**src/rtl/reg_file.sv**
```systemverilog
// reg_file: architectural register file with per-register ROB rename tags.
// Commits write values in order. Renames tag a destination with the ROB id
// of its pending producer. Rollback drops every pending tag at once.
// Optional macro REGFILE_BYPASS_EN forwards a same-cycle commit to the read
// ports. With the macro undefined, reads see only registered state.
module reg_file #(
  parameter int XLEN     = 32,
  parameter int ROB_ID_W = 4,
  parameter int NREG     = 32,
  localparam int IDX_W   = $clog2(NREG)
) (
  input  logic                clk,
  input  logic                rst,
  input  logic                rdy,
  input  logic                rollback,
  input  logic                commit_en,
  input  logic [IDX_W-1:0]    commit_rd,
  input  logic [XLEN-1:0]     commit_val,
  input  logic [ROB_ID_W-1:0] commit_alias,
  input  logic                rename_en,
  input  logic [IDX_W-1:0]    rename_rd,
  input  logic [ROB_ID_W-1:0] rename_alias,
  input  logic [IDX_W-1:0]    rs1_idx,
  input  logic [IDX_W-1:0]    rs2_idx,
  output logic                rs1_busy,
  output logic                rs2_busy,
  output logic [ROB_ID_W-1:0] rs1_alias,
  output logic [ROB_ID_W-1:0] rs2_alias,
  output logic [XLEN-1:0]     rs1_val,
  output logic [XLEN-1:0]     rs2_val
);

  logic [NREG-1:0][XLEN-1:0]     value_q, value_d;
  logic [NREG-1:0][ROB_ID_W-1:0] alias_q, alias_d;

  // Next state: commit writes value and clears a matching tag; rollback
  // wipes all tags and drops the rename; otherwise rename overrides the clear.
  // x0 is never written, so it always reads zero and never busy.
  always_comb begin
    value_d = value_q;
    alias_d = alias_q;
    if (commit_en && commit_rd != '0) begin
      value_d[commit_rd] = commit_val;
      if (alias_q[commit_rd] == commit_alias) alias_d[commit_rd] = '0;
    end
    if (rollback) begin
      alias_d = '0;
    end else if (rename_en && rename_rd != '0) begin
      alias_d[rename_rd] = rename_alias;
    end
  end

  // State update: sync reset, rdy low holds everything.
  always_ff @(posedge clk) begin
    if (rst) begin
      value_q <= '0;
      alias_q <= '0;
    end else if (rdy) begin
      value_q <= value_d;
      alias_q <= alias_d;
    end
  end

  logic [1:0][IDX_W-1:0]    rs_idx;
  logic [1:0]               rs_busy;
  logic [1:0][ROB_ID_W-1:0] rs_alias;
  logic [1:0][XLEN-1:0]     rs_val;

  assign rs_idx = {rs2_idx, rs1_idx};

  // Operand reads from registered state; same-cycle renames are invisible.
  always_comb begin
    for (int p = 0; p < 2; p++) begin
      rs_alias[p] = alias_q[rs_idx[p]];
      rs_val[p]   = value_q[rs_idx[p]];
`ifdef REGFILE_BYPASS_EN
      if (commit_en && rs_idx[p] != '0 && commit_rd == rs_idx[p] &&
          alias_q[rs_idx[p]] == commit_alias) begin
        rs_alias[p] = '0;
        rs_val[p]   = commit_val;
      end
`endif
      rs_busy[p] = (rs_alias[p] != '0);
    end
  end

  assign rs1_busy  = rs_busy[0];
  assign rs2_busy  = rs_busy[1];
  assign rs1_alias = rs_alias[0];
  assign rs2_alias = rs_alias[1];
  assign rs1_val   = rs_val[0];
  assign rs2_val   = rs_val[1];

endmodule

```
**config.mk**
```make
export PLATFORM = sky130hd
export DESIGN_NAME = reg_file
export DESIGN_NICKNAME = d
export VERILOG_FILES = /design/src/rtl/reg_file.sv
export SDC_FILE = /design/constraint.sdc
export NUM_CORES = 2
export LEC_CHECK = 0
export ABC_AREA = 0
export CAP_MARGIN = 30
export CORE_MARGIN = 10
export CORE_UTILIZATION = 27
export DETAILED_ROUTE_END_ITERATION = 10
export SYNTH_ARGS = -nofsm -noshare
export SYNTH_HDL_FRONTEND = slang
export SYNTH_SLANG_ARGS = --single-unit
```
**constraint.sdc**
```tcl
create_clock -name clk -period 3.4 [get_ports clk]
set_input_delay 0.34 -clock clk [delete_from_list [all_inputs] [get_ports clk]]
set_output_delay 0.34 -clock clk [all_outputs]
set_load 0.02 [all_outputs]
```
==> results.md <==
* Final setup fails at 2
* Area of the mapped netlist at 0.0601 mm^2
* DP HPWL at approximately 140000 um
* Vias in the first global route at just over 50000
* Fin crit period at between 3 and 4 ns
* Arr. time, crit path at 3.08 ns
* Netlist cell types at 47
* Final hold viol count at 0
* Main synth FF type: dfxtp_1
* Initial antenna violation count at 7
* Final nets at approximately 6400
* Rel. slew slack at between 20% and 30%
* Clock root buffer: clkbuf_16
* Grt ovf at 0
* Gpl congestion at 0.902
* Area share of xor/xnor cells in the synthesized design at 0%
* Initial Util at 27.1%
* Mux share of post-synthesis cell area at roughly 30%
* Routed Antenna Nets at 0
* Yosys reg bits at between 1000 and 1500
* Final total power at around 0.029 W
* Final period util at 100%
* Unrepaired setup endpoints after global routing: true
* Final TNS setup at -0.0270 ns
* Die Ht at between 400 and 500 um
* Crit Path Class: reg -> out
* Area of the core at around 0.22 mm^2
* Number of flops mapped to enable cells by yosys at 0
* Post-route core utilization at between 30% and 40%
* Die width at ~500 um
* Drt wl/cell at 25.4 um
* Largest family of logic cells by synthesized area: multiplexers
* Power Dens Cells at 415 mW/mm^2
* Final Slew Violations at 0
* Boundary Pins at 140
* Area grow syn2layout at 18.1%
* Simple-gate share of the synthesized area at 16.3%
* Post-Syn Instances at between 6000 and 7000
* Sequential area share after synthesis at 38.4%
* Port Buffer Count at 139
* Worst setup SP type: flip-flop
* CP required at around 3.1 ns
* Reg clk slew, reported paths at roughly 0.06 ns
* Syn. warnings at 0
* Failing checks: setup timing
* First-pass GRT wire length at 347000 um
* Adder-Cell Fraction of Synth Area at 0%
* DR vias/cell at between 5 and 6
* Post-route setup slack at -0.0165 ns
* Largest net degree at the start of global routing at 224
* Max_cap viols at 0
* Async set-reset flop share out of synthesis at 0%
* H-tree depth at 3
* Tot GR Track Use at 18.8%
* Syn nets at between 6000 and 7000
* Worst hold slack at roughly 0.06 ns
* FILL cells at roughly 22000
* Clock tree sinks at approximately 1200
* Die area at 0.242 mm^2
* # hold bufs at CTS at 0
* Initial DRC count at about 6400
* Final wirelength at about 240000 um
* CP endpoint kind: primary output
* CTS buffer count at ~110
* Hold Crit Class: in -> reg
* Maximum buffer depth of the clock tree at 3
* FMAX at 0.293 GHz
* Worst slew pin tran at roughly 1.2 ns
* DR vias at approximately 53000
* Avg Synthesized Cell Area at 9.44 um^2
* Storage cell area at about 0.023 mm^2
* Std cell rows at ~170
* Outcome: complete, but fails checks
* First-pass DRT Iterations at 8
* CTS tree: yes
* Clk_skew at ~0.016 ns
* Compound-Gate Fraction of Synth Area at between 10 and 15%
* Layout cells sized above 1 at roughly a quarter
* Leak Pwr at 22.7 nW
* DRC viols at 0
* Maximum vdd drop at around 0.44 mV
* Multi-input gate area at 0.0348 mm^2
* Clock latency at the later pin of the worst-skew pair at approximately 0.75 ns
* Crit Path Max Fanout at 5
[routing by layer]
| layer | vias to the layer above | share of wire (%) | GRT usage (%) |
|---|---|---|---|
| li1 | 22400 | - | - |
| met1 | 26000 | 36 | 22.5 |
| met5 | - | 0.0055 | 0 |
| met4 | 2 | 7.4 | 12.7 |
| met3 | 862 | 10 | 3.95 |
| met2 | 3275 | 46 | 30.2 |
[placed cells by master, fill, tap and decap left out, types with 10 or more instances in the layout]
cell	instances
o21ai_1	120
o41ai_4	15
mux2i_1	32
clkbuf_1	21
bufinv_16	10
nor2b_1	37
nand2_2	32
clkbuf_8	27
mux4_2	728
nor2_1	137
buf_12	114
nand2_1	2089
mux2_2	69
clkdlybuf4s50_1	53
a21oi_1	1117
dfxtp_1	1098
clkinv_2	24
nor2_4	33
dlygate4sd2_1	55
dfxtp_2	53
a22oi_1	18
clkbuf_16	116
nand3_1	67
buf_4	225
nor4_4	15
[cells by family after synthesis]
group                  count (synthesis)
and+or+nand+nor                     2451
AOI/OAI and AO/OA                   1286
DFF                                 1152
muxes                                840
buffers and inverters                638
[path summary, 6_finish.rpt]
kind | from | end | cells after the start | slack (ns)
max reg2reg | alias_q[57]$_SDFFE_PP0P_ | alias_q[9]$_SDFFE_PP0P_ | 10 | 0.51
min reg2reg | value_q[732]$_SDFFE_PP0P_ | value_q[732]$_SDFFE_PP0P_ | 2 | 0.46
min | rst | value_q[867]$_SDFFE_PP0P_ | 2 | 0.06
max | alias_q[118]$_SDFFE_PP0P_ | rs2_busy | 5 | -0.02
[timing repair]
action | CTS | global route
endpoints found under the setup margin | 56 | 5
pin swaps | 1 | 0
buffers inserted | 0 | 0
endpoints found under the hold margin | 0 | 0
resized for setup | 115 | 19
cloned | 1 | 1
[report_power, final]
part,switching [W],internal [W],leakage (nW)
Sequential,0.0000412,0.0135,9.31
Combinational,0.00156,0.000888,11.4
Clock,0.00585,0.00757,1.92
[layout make-up]
cell class	instances	area share, %
Sequential cell	1152	32.6
Multi-Input combinational cell	4577	49.0
Tap cell	2975	5.25
Antenna cell	6	0.0212
Clock buffer	163	4.69
Clock inverter	46	0.820
Inverter	3	0.0159
Timing Repair Buffer	470	7.60
[per-stage QoR]
| step | setup slack (ns) | cell area [um^2] | cells |
|---|---|---|---|
| after floorplan | 0.222 | 60100 | 6367 |
| after global placement | -0.154 | 66900 | 9173 |
| after detailed placement | -0.164 | 66900 | 9175 |
| after CTS | -0.0507 | 70900 | 9385 |
| after global routing | -0.0459 | 70900 | 9390 |
| final | -0.0165 | 71000 | 9392 |
[worst max-delay path, stage by stage, from the launching register on]
cell     delay, ns
dfxtp_1       0.37
mux4_2        0.46
mux4_2        0.50
mux2_2        0.30
or4_4         0.56
buf_6         0.15
[synthesized netlist by cell type, drive strengths merged (2+ instances only)]
master,n,area (um^2)
nand2,2121,7960
dfxtp,1152,23100
a21oi,1117,5590
mux4,736,16600
clkbuf,500,1880
nor2,170,638
buf,135,733
o21ai,124,621
mux2,72,811
nand3,67,335
nor2b,37,231
mux2i,32,320
a22oi,18,135
o41ai,16,429
nor4,15,319
and2,9,56.3
nand2b,6,37.5
or2,4,25.0
a221oi,3,32.5
a22o,3,26.3
and3,3,18.8
inv,3,11.3
nand4,3,33.8
nor3,3,15.0
or4,3,26.3
a31oi,2,12.5
and3b,2,17.5
and4,2,17.5
nand3b,2,22.5
[sequential cells by signal, indices dropped and copies added (netlist names)]
name / flops
alias_q: 128
value_q: 1024
Note: power is estimated with default switching activity, not from simulation.
